$ cat config.mk
export PLATFORM = sky130hd
export DESIGN_NAME = regfile_wr_arbiter
export DESIGN_NICKNAME = d
export VERILOG_FILES = /design/src/rtl/regfile_wr_arbiter.sv
export SDC_FILE = /design/constraint.sdc
export NUM_CORES = 1
export LEC_CHECK = 0
export ABC_AREA = 1
export CAP_MARGIN = 20
export CORE_MARGIN = 4
export CORE_UTILIZATION = 35
export DETAILED_ROUTE_END_ITERATION = 8
export PLACE_DENSITY = 0.63
export SYNTH_ARGS = -nofsm -noshare
export SYNTH_HDL_FRONTEND = slang
export SYNTH_SLANG_ARGS = --single-unit
$ cat constraint.sdc
create_clock -name clk -period 1.8 [get_ports clk]
set_input_delay 0.36 -clock clk [delete_from_list [all_inputs] [get_ports clk]]
set_output_delay 0.36 -clock clk [all_outputs]
set_load 0.005 [all_outputs]
$ cat src/rtl/regfile_wr_arbiter.sv
// Two-requester write arbiter for the register file: one holding slot per
// requester, round-robin between different indices, oldest-first on the same index.
module regfile_wr_arbiter (
   input  logic        clk,
   input  logic        reset_n,
   input  logic        req0_valid,
   output logic        req0_ready,
   input  logic [4:0]  req0_reg,
   input  logic [63:0] req0_data,
   input  logic        req1_valid,
   output logic        req1_ready,
   input  logic [4:0]  req1_reg,
   input  logic [63:0] req1_data,
   output logic        RegWrite,
   output logic [4:0]  WriteRegister,
   output logic [63:0] WriteData,
   output logic        busy
);

   logic        full0, full1;
   logic [4:0]  reg0, reg1;
   logic [63:0] data0, data1;
   logic        ptr;   // 1: requester 1 wins the next different-index contention
   logic        age;   // 1: slot 1 holds the older write
   logic        gnt0, gnt1, gnt_any;
   logic [4:0]  gnt_reg;
   logic [63:0] gnt_data;
   logic        acc0, acc1;

   always_comb begin
      gnt0 = 1'b0;
      gnt1 = 1'b0;
      if (full0 && full1) begin
         if (reg0 == reg1) begin
            if (age) gnt1 = 1'b1;
            else     gnt0 = 1'b1;
         end else if (ptr) begin
            gnt1 = 1'b1;
         end else begin
            gnt0 = 1'b1;
         end
      end else if (full0) begin
         gnt0 = 1'b1;
      end else if (full1) begin
         gnt1 = 1'b1;
      end
   end

   assign gnt_any  = gnt0 | gnt1;
   assign gnt_reg  = gnt1 ? reg1 : reg0;
   assign gnt_data = gnt1 ? data1 : data0;

   // Handshake: a transfer happens on a rising edge where valid and ready are both
   // high; ready depends only on slot/grant state, so a slot draining this cycle
   // can be refilled on the same edge.
   assign req0_ready = reset_n & (~full0 | gnt0);
   assign req1_ready = reset_n & (~full1 | gnt1);
   assign acc0       = req0_valid & req0_ready;
   assign acc1       = req1_valid & req1_ready;

   assign busy = full0 | full1 | RegWrite;

   always_ff @(posedge clk or negedge reset_n) begin
      if (!reset_n) begin
         full0         <= 1'b0;
         full1         <= 1'b0;
         reg0          <= 5'd0;
         reg1          <= 5'd0;
         data0         <= 64'd0;
         data1         <= 64'd0;
         ptr           <= 1'b0;
         age           <= 1'b0;
         RegWrite      <= 1'b0;
         WriteRegister <= 5'd0;
         WriteData     <= 64'd0;
      end else begin
         if (acc0) begin
            full0 <= 1'b1;
            reg0  <= req0_reg;
            data0 <= req0_data;
         end else if (gnt0) begin
            full0 <= 1'b0;
         end
         if (acc1) begin
            full1 <= 1'b1;
            reg1  <= req1_reg;
            data1 <= req1_data;
         end else if (gnt1) begin
            full1 <= 1'b0;
         end
         // A fill next to a surviving entry is younger; a simultaneous fill leaves slot 0 older.
         if (acc0 && full1 && !gnt1) age <= 1'b1;
         else if (acc1)              age <= 1'b0;
         if (full0 && full1) ptr <= gnt0;
         RegWrite <= gnt_any && (gnt_reg != 5'd31);
         if (gnt_any) begin
            WriteRegister <= gnt_reg;
            WriteData     <= gnt_data;
         end
      end
   end

endmodule
==> impl_metrics.csv <==
group,metric,value,unit
status,outcome,"finished, violations left",
status,violations,"setup timing",
floorplanning,core,24600,um2
sta,fin_hold_ws,0.404,ns
pwr,pwr-share-seq,39.3,%
cts,cts_tree,"yes",
synth,yosysSeqAreaShare,59.9,%
pwr,leakagePower,7.35,nW
floorplanning,die_w,167,um
routing,drt-initial-drc-count,660,
placed_design,dpl-instance-area,11500,um2
sta,fin_crit_sh,123,%
setup_path,crit_path_max_incr_delay,0.38,ns
synth,synth_warnings,0,
sta,rsz0062_at_grt,"yes",
flow_run,drv_cap,0,
layout,diodes,0,
setup_path,crit_type,"register to output port",
global_route,antenna_found_initial,2,
cts,cts_root_buf,"clkbuf_16",
floorplanning,start_util,36.0,%
routing,route.detailed.drc,0,
routing,vias,8709,
pwr,pwr-share-clk,29.6,%
setup_path,worstSetupEndpointType,"output port",
setup_path,crit_path_max_fanout,4,
placed_design,gp_congestion,0.777,
layout,finish.utilization,63.0,%
global_route,grt_first_pass_wirelength,50700,um
placed_design,placed_cells,1539,
synth,ys_seq_elements,212,
floorplanning,die-area,27900,um2
pwr,p_per_area,1050,nW/um2
setup_path,required,1.44,ns
layout,area_growth_syn_to_layout,75.0,%
global_route,grt_usage,22.9,%
routing,drt_wl_total,35700,um
synth,synth_area,8860,um2
pwr,pwr-share-comb,31.2,%
layout,final_nets,1484,
setup_path,cp_data_arrival_time,1.85,ns
floorplanning,rows,57,
cts,clk_pin_slew,0.06,ns
layout,drive_above_1_share,32.2,%
worst_hold_path,hp-class,"primary input to register",
cts,cts.sinks,212,
synth,yosysUniqueCellTypes,20,
pwr,vdd_drop_max,0.632,mV
global_route,overflow,0,
placed_design,dpl.hpwl,17300,um
setup_path,critPathLaunchType,"register",
global_route,grt_max_degree,63,
global_route,grt_pass1_vias,8631,
placed_design,dpl_worst_slack,-0.318,ns
synth,syn_area_per_cell,8.67,um2
pwr,swShare,29.9,%
synth,synth_area_leaders,"dfrtp_1, nand2_1, o21ai_0, nand3_1, nor2_1",
floorplanning,io_pins,215,
sta,finalHoldViolations,0,
sta,max_freq,0.453,GHz
layout,stdcell_count,1680,
cts,clk_latency,0.51,ns
sta,layout_min_cycle_time,2.21,ns
pwr,internal_power,0.0114,W
placed_design,port_buffers,214,
synth,synthCells,1022,
cts,clock_path_buffers,3,
pwr,p_switching,0.00488,W
sta,slew_headroom,45.4,%
routing,ant_nets,0,
synth,netlist.area_leader.share,59.9,%
floorplanning,die_h,167,um
sta,clock_skew,0.00858,ns
sta,layout_setup_ws,-0.405,ns
sta,setup_viol,214,
setup_path,slowest_stage,"dfrtp_1",
routing,drtPass1Iterations,7,
cts,numCtsBuffers,24,
synth,yosysTopAreaCell,"dfrtp_1",
sta,max_slew.worst_pin.slew,0.819,ns
cts,h-tree-depth,1,
sta,finalMaxSlewViolations,0,
setup_path,crit_chain,"inv_2 -> nand2_1 -> nand2_1 -> nor2_2 -> nand3_2 -> nand2_2 -> nand3_4 -> buf_6 -> nand2_4 -> inv_4 -> buf_6",
routing,post_drt_wl_per_cell,21.2,um
synth,syn_nets,1164,
routing,viasPerCell,5.18,
layout,stdcell_area,15500,um2
-- power by group through the flow --
stage               registers [W]  clock network [W]  logic [W]
floorplan                 0.00626                  0    0.00138
global placement          0.00633                  0    0.00335
detailed placement        0.00635                  0    0.00340
CTS                       0.00632            0.00490    0.00453
global route              0.00650            0.00515    0.00547
finish                    0.00640            0.00482    0.00509
-- layer usage --
metal | routed length, um | vias up | GRT usage [%]
met5 | 22 | - | 0
met4 | 958 | 4 | 4.38
met3 | 2670 | 76 | 4.81
met2 | 17400 | 376 | 38.3
met1 | 14600 | 4288 | 31.1
li1 | - | 3965 | -
-- cell families after synthesis --
| family | after synthesis | share of synthesized area, % |
|---|---|---|
| flip-flops | 212 | 59.9 |
| AO/OA/AOI/OAI | 170 | 10.2 |
| buffers and inverters | 111 | 5.65 |
| AND/OR/NAND/NOR | 528 | 24.2 |
| XOR/XNOR | 1 | 0.0989 |
-- cell usage in the layout, fill, tap and decap left out, drive strengths merged, types with 2 or more instances in the layout --
master,Yosys,final
a21oi,36,36
buf,39,134
bufbuf,0,6
clkbuf,31,48
clkdlybuf4s50,0,185
clkinv,1,4
dfrtp,212,212
dlymetal6s2s,0,23
inv,40,41
nand2,316,318
nand3,108,108
nor2,101,101
o21ai,134,134
or2,2,2
-- final timing paths --
kind | start | endpoint | slack [ns] | cells after the start
min in group asynchronous | reset_n | data1[59] | 0.52 | 3
max | reg1[1] | req1_ready | -0.41 | 11
min reg2reg | data1[29] | data1[29] | 0.46 | 2
max in group asynchronous | reset_n | data1[41] | 0.30 | 4
max reg2reg | reg1[1] | WriteData[53] | -0.36 | 14
min | req1_data[40] | data1[40] | 0.40 | 3
-- what timing repair did --
action	CTS	global route
setup endpoints to repair	214	254
gates cloned	35	17
resized for setup	238	289
pin swaps	24	69
hold buffers	1	0
setup buffers	38	20
endpoints found under the hold margin	64	0
-- registers in the layout, summed over array words and instances (netlist names) --
signal,count
RegWrite,1
WriteData,64
WriteRegister,5
age,1
data0,64
data1,64
full0,1
full1,1
ptr,1
reg0,5
reg1,5
-- critical path, delay by kind of cell, from the launching register on --
family	cells	cell delay, ns
AND/OR/NAND/NOR	7	0.62
flip-flops	1	0.38
buffers and inverters	4	0.35
-- stage by stage --
step | TNS [ns] | total power (W)
global placement | -30.08 | 0.00968
detailed placement | -42.22 | 0.00975
global route | -75.69 | 0.0171
CTS | -47.57 | 0.0157
floorplan | 0 | 0.00764
finish | -51.32 | 0.0163
-- cells in the mapped netlist (all sizes together) --
| master | instances |
|---|---|
| nor2 | 101 |
| or2 | 2 |
| o21ai | 134 |
| nand2 | 316 |
| xnor2 | 1 |
| dfrtp | 212 |
| clkinv | 1 |
| buf | 39 |
| clkbuf | 31 |
| a21oi | 36 |
| inv | 40 |
| nand3 | 108 |
| nand4 | 1 |
-- final cells by class --
type | instances | area, um2
Fill cell | 1951 | 9110
Sequential cell | 212 | 5310
Timing Repair Buffer | 361 | 4690
Multi-Input combinational cell | 701 | 4120
Clock buffer | 36 | 727
Tap cell | 324 | 405
Inverter | 41 | 175
Clock inverter | 4 | 45.0
Timing Repair inverter | 1 | 30.0
Power figures use the tool's default switching activity.
